### src/rtl/pipe_reg_da.sv
// pipe_reg_da -- decode-to-ALU (D->A) pipeline register.
//
// Captures the decode-stage instruction into the A stage. It also handles
// hazard bubbles, branch flushes, downstream holds and a stall watchdog.
//
// Edge priority: reset, flush (bubble), downstream stall (hold),
// hazard (bubble), normal load.
//
// Optional feature macro: PIPE_DA_BUBBLE_CNT_EN.
//   When defined, o_bubble_cnt counts hazard bubbles and saturates.
//   When undefined, o_bubble_cnt is tied to zero.
//
// Ports:
//   i_clk, i_rst_n      clock (rising edge), synchronous active-low reset
//   i_valid_D .. i_imm_D  decode-stage instruction fields
//   i_nop               hazard-unit stall request (qualified by i_valid_D)
//   i_flush             branch redirect, kills the decode instruction
//   i_stall_A           downstream busy, hold the A register
//   o_stall_FD          combinational hold request to fetch/decode
//   o_valid_A .. o_imm_A  A-stage instruction fields
//   o_deadlock          sticky watchdog flag
//   o_bubble_cnt        hazard bubbles inserted (zero when feature is off)
module pipe_reg_da #(
  parameter int REG_SELECT = 5,
  parameter int DATA_WIDTH = 32,
  parameter int OP_WIDTH   = 4,
  parameter int MAX_STALL  = 15
) (
  input  logic                  i_clk,
  input  logic                  i_rst_n,
  input  logic                  i_valid_D,
  input  logic [OP_WIDTH-1:0]   i_op_D,
  input  logic                  i_is_cmp_D,
  input  logic                  i_is_load_D,
  input  logic                  i_is_write_D,
  input  logic [REG_SELECT-1:0] i_reg_a_select_D,
  input  logic [REG_SELECT-1:0] i_reg_b_select_D,
  input  logic [REG_SELECT-1:0] i_reg_c_select_D,
  input  logic [DATA_WIDTH-1:0] i_data_a_D,
  input  logic [DATA_WIDTH-1:0] i_data_b_D,
  input  logic [DATA_WIDTH-1:0] i_imm_D,
  input  logic                  i_nop,
  input  logic                  i_flush,
  input  logic                  i_stall_A,
  output logic                  o_stall_FD,
  output logic                  o_valid_A,
  output logic [OP_WIDTH-1:0]   o_op_A,
  output logic                  o_is_cmp_A,
  output logic                  o_is_load_A,
  output logic                  o_is_write_A,
  output logic [REG_SELECT-1:0] o_reg_a_select_A,
  output logic [REG_SELECT-1:0] o_reg_b_select_A,
  output logic [REG_SELECT-1:0] o_reg_c_select_A,
  output logic [DATA_WIDTH-1:0] o_data_a_A,
  output logic [DATA_WIDTH-1:0] o_data_b_A,
  output logic [DATA_WIDTH-1:0] o_imm_A,
  output logic                  o_deadlock,
  output logic [31:0]           o_bubble_cnt
);

  // Watchdog counter is at least 4 bits wide.
  localparam int CNT_RAW = $clog2(MAX_STALL + 1);
  localparam int CNT_W   = (CNT_RAW < 4) ? 4 : CNT_RAW;
  localparam logic [CNT_W-1:0] MAX_C = CNT_W'(MAX_STALL);

  logic                  hz;
  logic                  stall_fd;
  logic                  hz_bubble;
  logic [CNT_W-1:0]      cnt_reg;
  logic [CNT_W-1:0]      cnt_next;
  logic                  deadlock_reg;

  logic                  valid_reg;
  logic [OP_WIDTH-1:0]   op_reg;
  logic                  cmp_reg;
  logic                  load_reg;
  logic                  write_reg;
  logic [REG_SELECT-1:0] sel_a_reg;
  logic [REG_SELECT-1:0] sel_b_reg;
  logic [REG_SELECT-1:0] sel_c_reg;
  logic [DATA_WIDTH-1:0] data_a_reg;
  logic [DATA_WIDTH-1:0] data_b_reg;
  logic [DATA_WIDTH-1:0] imm_reg;

  // A nop request is ignored when the decode slot is empty.
  assign hz = i_nop & i_valid_D;

  // Forced low during reset so fetch/decode are never held by stale inputs.
  assign stall_fd = i_rst_n & (hz | i_stall_A) & ~i_flush;
  assign o_stall_FD = stall_fd;

  // A hazard bubble is taken only when neither flush nor hold wins.
  assign hz_bubble = ~i_flush & ~i_stall_A & hz;

  // The counter saturates at MAX_STALL instead of wrapping.
  assign cnt_next = (cnt_reg == MAX_C) ? cnt_reg : cnt_reg + CNT_W'(1);

  always_ff @(posedge i_clk) begin
    if (!i_rst_n) begin
      valid_reg    <= 1'b0;
      op_reg       <= '0;
      cmp_reg      <= 1'b0;
      load_reg     <= 1'b0;
      write_reg    <= 1'b0;
      sel_a_reg    <= '0;
      sel_b_reg    <= '0;
      sel_c_reg    <= '0;
      data_a_reg   <= '0;
      data_b_reg   <= '0;
      imm_reg      <= '0;
      cnt_reg      <= '0;
      deadlock_reg <= 1'b0;
    end else begin
      if (i_flush || (!i_stall_A && hz)) begin
        // Bubble: reg 0 with write=0 can never raise a hazard downstream.
        valid_reg  <= 1'b0;
        op_reg     <= '0;
        cmp_reg    <= 1'b0;
        load_reg   <= 1'b0;
        write_reg  <= 1'b0;
        sel_a_reg  <= '0;
        sel_b_reg  <= '0;
        sel_c_reg  <= '0;
        data_a_reg <= '0;
        data_b_reg <= '0;
        imm_reg    <= '0;
      end else if (!i_stall_A) begin
        // Control flags are qualified by valid so an empty slot never
        // writes, loads or compares.
        valid_reg  <= i_valid_D;
        op_reg     <= i_op_D;
        cmp_reg    <= i_is_cmp_D & i_valid_D;
        load_reg   <= i_is_load_D & i_valid_D;
        write_reg  <= i_is_write_D & i_valid_D;
        sel_a_reg  <= i_reg_a_select_D;
        sel_b_reg  <= i_reg_b_select_D;
        sel_c_reg  <= i_reg_c_select_D;
        data_a_reg <= i_data_a_D;
        data_b_reg <= i_data_b_D;
        imm_reg    <= i_imm_D;
      end

      if (stall_fd) begin
        cnt_reg <= cnt_next;
        // Fires on the edge where the count reaches MAX_STALL.
        if (cnt_next == MAX_C) begin
          deadlock_reg <= 1'b1;
        end
      end else begin
        cnt_reg <= '0;
      end
    end
  end

`ifdef PIPE_DA_BUBBLE_CNT_EN
  logic [31:0] bubble_cnt_reg;

  always_ff @(posedge i_clk) begin
    if (!i_rst_n) begin
      bubble_cnt_reg <= 32'h0;
    end else if (hz_bubble && (bubble_cnt_reg != 32'hFFFF_FFFF)) begin
      bubble_cnt_reg <= bubble_cnt_reg + 32'd1;
    end
  end

  assign o_bubble_cnt = bubble_cnt_reg;
`else
  assign o_bubble_cnt = 32'h0;
`endif

  assign o_valid_A        = valid_reg;
  assign o_op_A           = op_reg;
  assign o_is_cmp_A       = cmp_reg;
  assign o_is_load_A      = load_reg;
  assign o_is_write_A     = write_reg;
  assign o_reg_a_select_A = sel_a_reg;
  assign o_reg_b_select_A = sel_b_reg;
  assign o_reg_c_select_A = sel_c_reg;
  assign o_data_a_A       = data_a_reg;
  assign o_data_b_A       = data_b_reg;
  assign o_imm_A          = imm_reg;
  assign o_deadlock       = deadlock_reg;

endmodule

### config.mk
export PLATFORM = sky130hd
export DESIGN_NAME = pipe_reg_da
export DESIGN_NICKNAME = d
export VERILOG_FILES = /design/src/rtl/pipe_reg_da.sv
export SDC_FILE = /design/constraint.sdc
export NUM_CORES = 1
export LEC_CHECK = 0
export CAP_MARGIN = 20
export CORE_MARGIN = 2
export CORE_UTILIZATION = 41
export CTS_BUF_LIST = sky130_fd_sc_hd__clkbuf_8 sky130_fd_sc_hd__clkbuf_16
export CTS_CLUSTER_SIZE = 12
export DETAILED_ROUTE_END_ITERATION = 7
export PLACE_DENSITY_LB_ADDON = 0.12
export SLEW_MARGIN = 20
export SYNTH_ARGS = -nofsm -noshare
export SYNTH_HDL_FRONTEND = slang
export SYNTH_SLANG_ARGS = --single-unit
### constraint.sdc
create_clock -name i_clk -period 2.35 [get_ports i_clk]
set_input_delay 0.235 -clock i_clk [delete_from_list [all_inputs] [get_ports i_clk]]
set_output_delay 0.235 -clock i_clk [all_outputs]
set_load 0.05 [all_outputs]
==> impl_results.md <==
* Status: completed
* Power share of the combinational group at 15.8%
* DRC errors left at 0
* Critical-path cell list: clkdlybuf4s50_1
* Fmax at 0.549 GHz
* Largest area contributor in the netlist: dfxtp_1
* Global-route wire length before repair at 19700 um
* PwrDens at 756 nW/um2
* Arr. time, crit path at 1.59 ns
* Cells after Synth at 453
* Clk_lat worst skew at 0.39 ns
* Overall Power at 5.88 mW
* Final WL at 12100 um
* CP Class: flop to output pin
* Core box area at 11400 um2
* Post-DP HPWL at 9020 um
* Largest net degree at the start of global routing at 63
* Area Overhead vs Synth at 62.8%
* CP Capture Type: output pin
* Post-CTS Setup Inserts at 0
* Maximum fanout along the worst path at 2
* Pins Over Slew Limit at 0
* Switching power total at 1.41 mW
* Buf/Inv on CP at 1
* Layout cells sized above 1 at 5.70%
* Depth of the CTS H-tree at 4
* Port bufs at 244
* Final ANT Viol Nets at 0
* Max-cap violation count at 0
* RSZ-0062 raised after global routing: no
* Final Worst Setup Slack at 0.529 ns
* Setup WS pre-CTS at 0.616 ns
* # hold bufs at CTS at 0
* Setup violators final at 0
* Min Tclk post-route at 1.82 ns
* Drt wl/cell at 14.4 um
* Min-Delay Path Class: input port to flop
* IO Count at 277
* Vias per cell at 4.61
* Sequential-to-total area share from yosys stat at 52.0%
* Clock buffers created by TritonCTS at 17
* Clock skew at 0.00365 ns
* Total negative slack at 0 ns
* Critical Path Start Type: flop
* Final nets at 816
* FP Rows at 39
* Final worst path period share at 77.5%
* Vias in the first global route at 4016
* Post-synth top flop: dfxtp_1
* Post-CTS sizing at 0
* Via count of the routed design at 3893
* Clk network pwr share at 46.7%
* Slowest cell on crit path: clkdlybuf4s50_1
* Worst-Margin Slew at 0.581 ns
* Commonest cells post-synth: dfxtp_1 (124), nor2_1 (122), mux2i_1 (117)
* Max-Slew Margin vs Limit at 61.1%
* Largest cells by area after synthesis: dfxtp_1 (52%), mux2i_1 (25%), nor2_1 (9.6%), buf_4 (5.7%), buf_6 (2.8%)
* Crit path max-delay family: buffers and inverters
* Post-synth EDFFs at 0
* Diodes inserted at 0
* Post-synthesis average cell area at 10.5 um2
* Switching share of power at 24.1%
* Synth cell types at 26
* 1st-iter DRT viols at 146
* Final Hold Viols at 0
* Initial antenna violation count at 0
* Cell internal pwr at 4.46 mW
* TritonRoute pass-1 iters at 4
* Final RePlAce weighted congestion at 0.723
* FFs w/ async S/R, synth at 0%
* Clock buffer depth at 2
* Mapped cell area at 4770 um2
* Die Span X at 112 um
* Synthesized flop and latch total at 124
* Top-area cell type share of the netlist area at 52.0%
* Clock Pin Slew Worst Setup and Hold Paths at 0.05 ns
* TritonCTS clock tree: built
* CP max stage delay at 0.86 ns
* Register share of total power at 37.5%
* Initial Util at 42.0%
* CTS Root Cell: clkbuf_16
* Req. time, crit path at 2.12 ns
* GR Util All Layers at 19.6%
* Grt ovf at 0
* Clk sinks at 124
* Leak pwr at 3.28 nW
* Yosys warns at 0
* Count leader, synth: dfxtp_1
* Die height at 112 um
* Peak VDD IR at 363 uV
* Die Footprint at 12500 um2
cells in the final DEF, fill, tap and decap left out, types with 5 or more instances in the layout:
| master | netlist | routed |
|---|---|---|
| nor2_1 | 122 | 122 |
| clkdlybuf4s50_1 | 0 | 242 |
| clkbuf_16 | 0 | 17 |
| conb_1 | 1 | 32 |
| clkbuf_8 | 0 | 5 |
| mux2i_1 | 117 | 117 |
| dfxtp_1 | 124 | 124 |
cell families (layout without fill, tap and decap cells):
group | count (synthesis) | count (layout) | synth area share, %
and+or+nand+nor | 136 | 136 | 11.3
muxes | 117 | 117 | 24.5
AOI/OAI and AO/OA | 11 | 11 | 1.78
other | 1 | 32 | 0.0786
DFF | 124 | 124 | 52.0
buffers and inverters | 63 | 281 | 10.0
adders and majority gates | 1 | 1 | 0.262
cell type report:
class / instances / area, um2
clock buffer: 22 / 494
clock inverter: 8 / 140
fill: 921 / 3600
inverter: 2 / 7.51
multi-input combinational: 297 / 1940
sequential: 124 / 2480
tap: 143 / 179
timing repair buffer: 249 / 2530
worst paths after layout:
path	slack [ns]	endpoint	from	cells past startpoint
min reg2reg	0.46	o_deadlock	o_deadlock	2
max reg2reg	0.88	o_deadlock	cnt_reg[0]	5
min	0.30	o_reg_a_select_A[4]	i_stall_A	3
max	0.53	o_data_a_A[13]	o_data_a_A[13]	1
power by group through the flow:
stage | Clock [mW] | Sequential [mW] | Combinational, mW
final | 2.74 | 2.20 | 0.928
after global routing | 2.91 | 2.21 | 0.977
after CTS | 2.80 | 2.20 | 0.935
after detailed placement | 0 | 2.25 | 0.932
after global placement | 0 | 2.24 | 0.922
after floorplan | 0 | 2.46 | 0.399
routing by layer:
layer	track usage [%]	vias up	part of all wire (%)
li1	-	1913	-
met1	21.5	1801	39
met2	33.6	171	50
met3	8.38	8	9.7
met4	7.74	0	1.1
met5	0	-	0
stage by stage:
step	cell area (um2)	std cells	hold WS [ns]	utilization, %
3_3_place_gp	7130	815	0.461	62.7
6_report	7770	845	0.304	68.3
5_1_grt	7770	845	0.313	68.3
2_1_floorplan	4890	484	0.345	-
3_5_place_dp	7130	815	0.456	62.7
4_1_cts	7770	845	0.295	68.3
(Power assumes the default switching activity.)
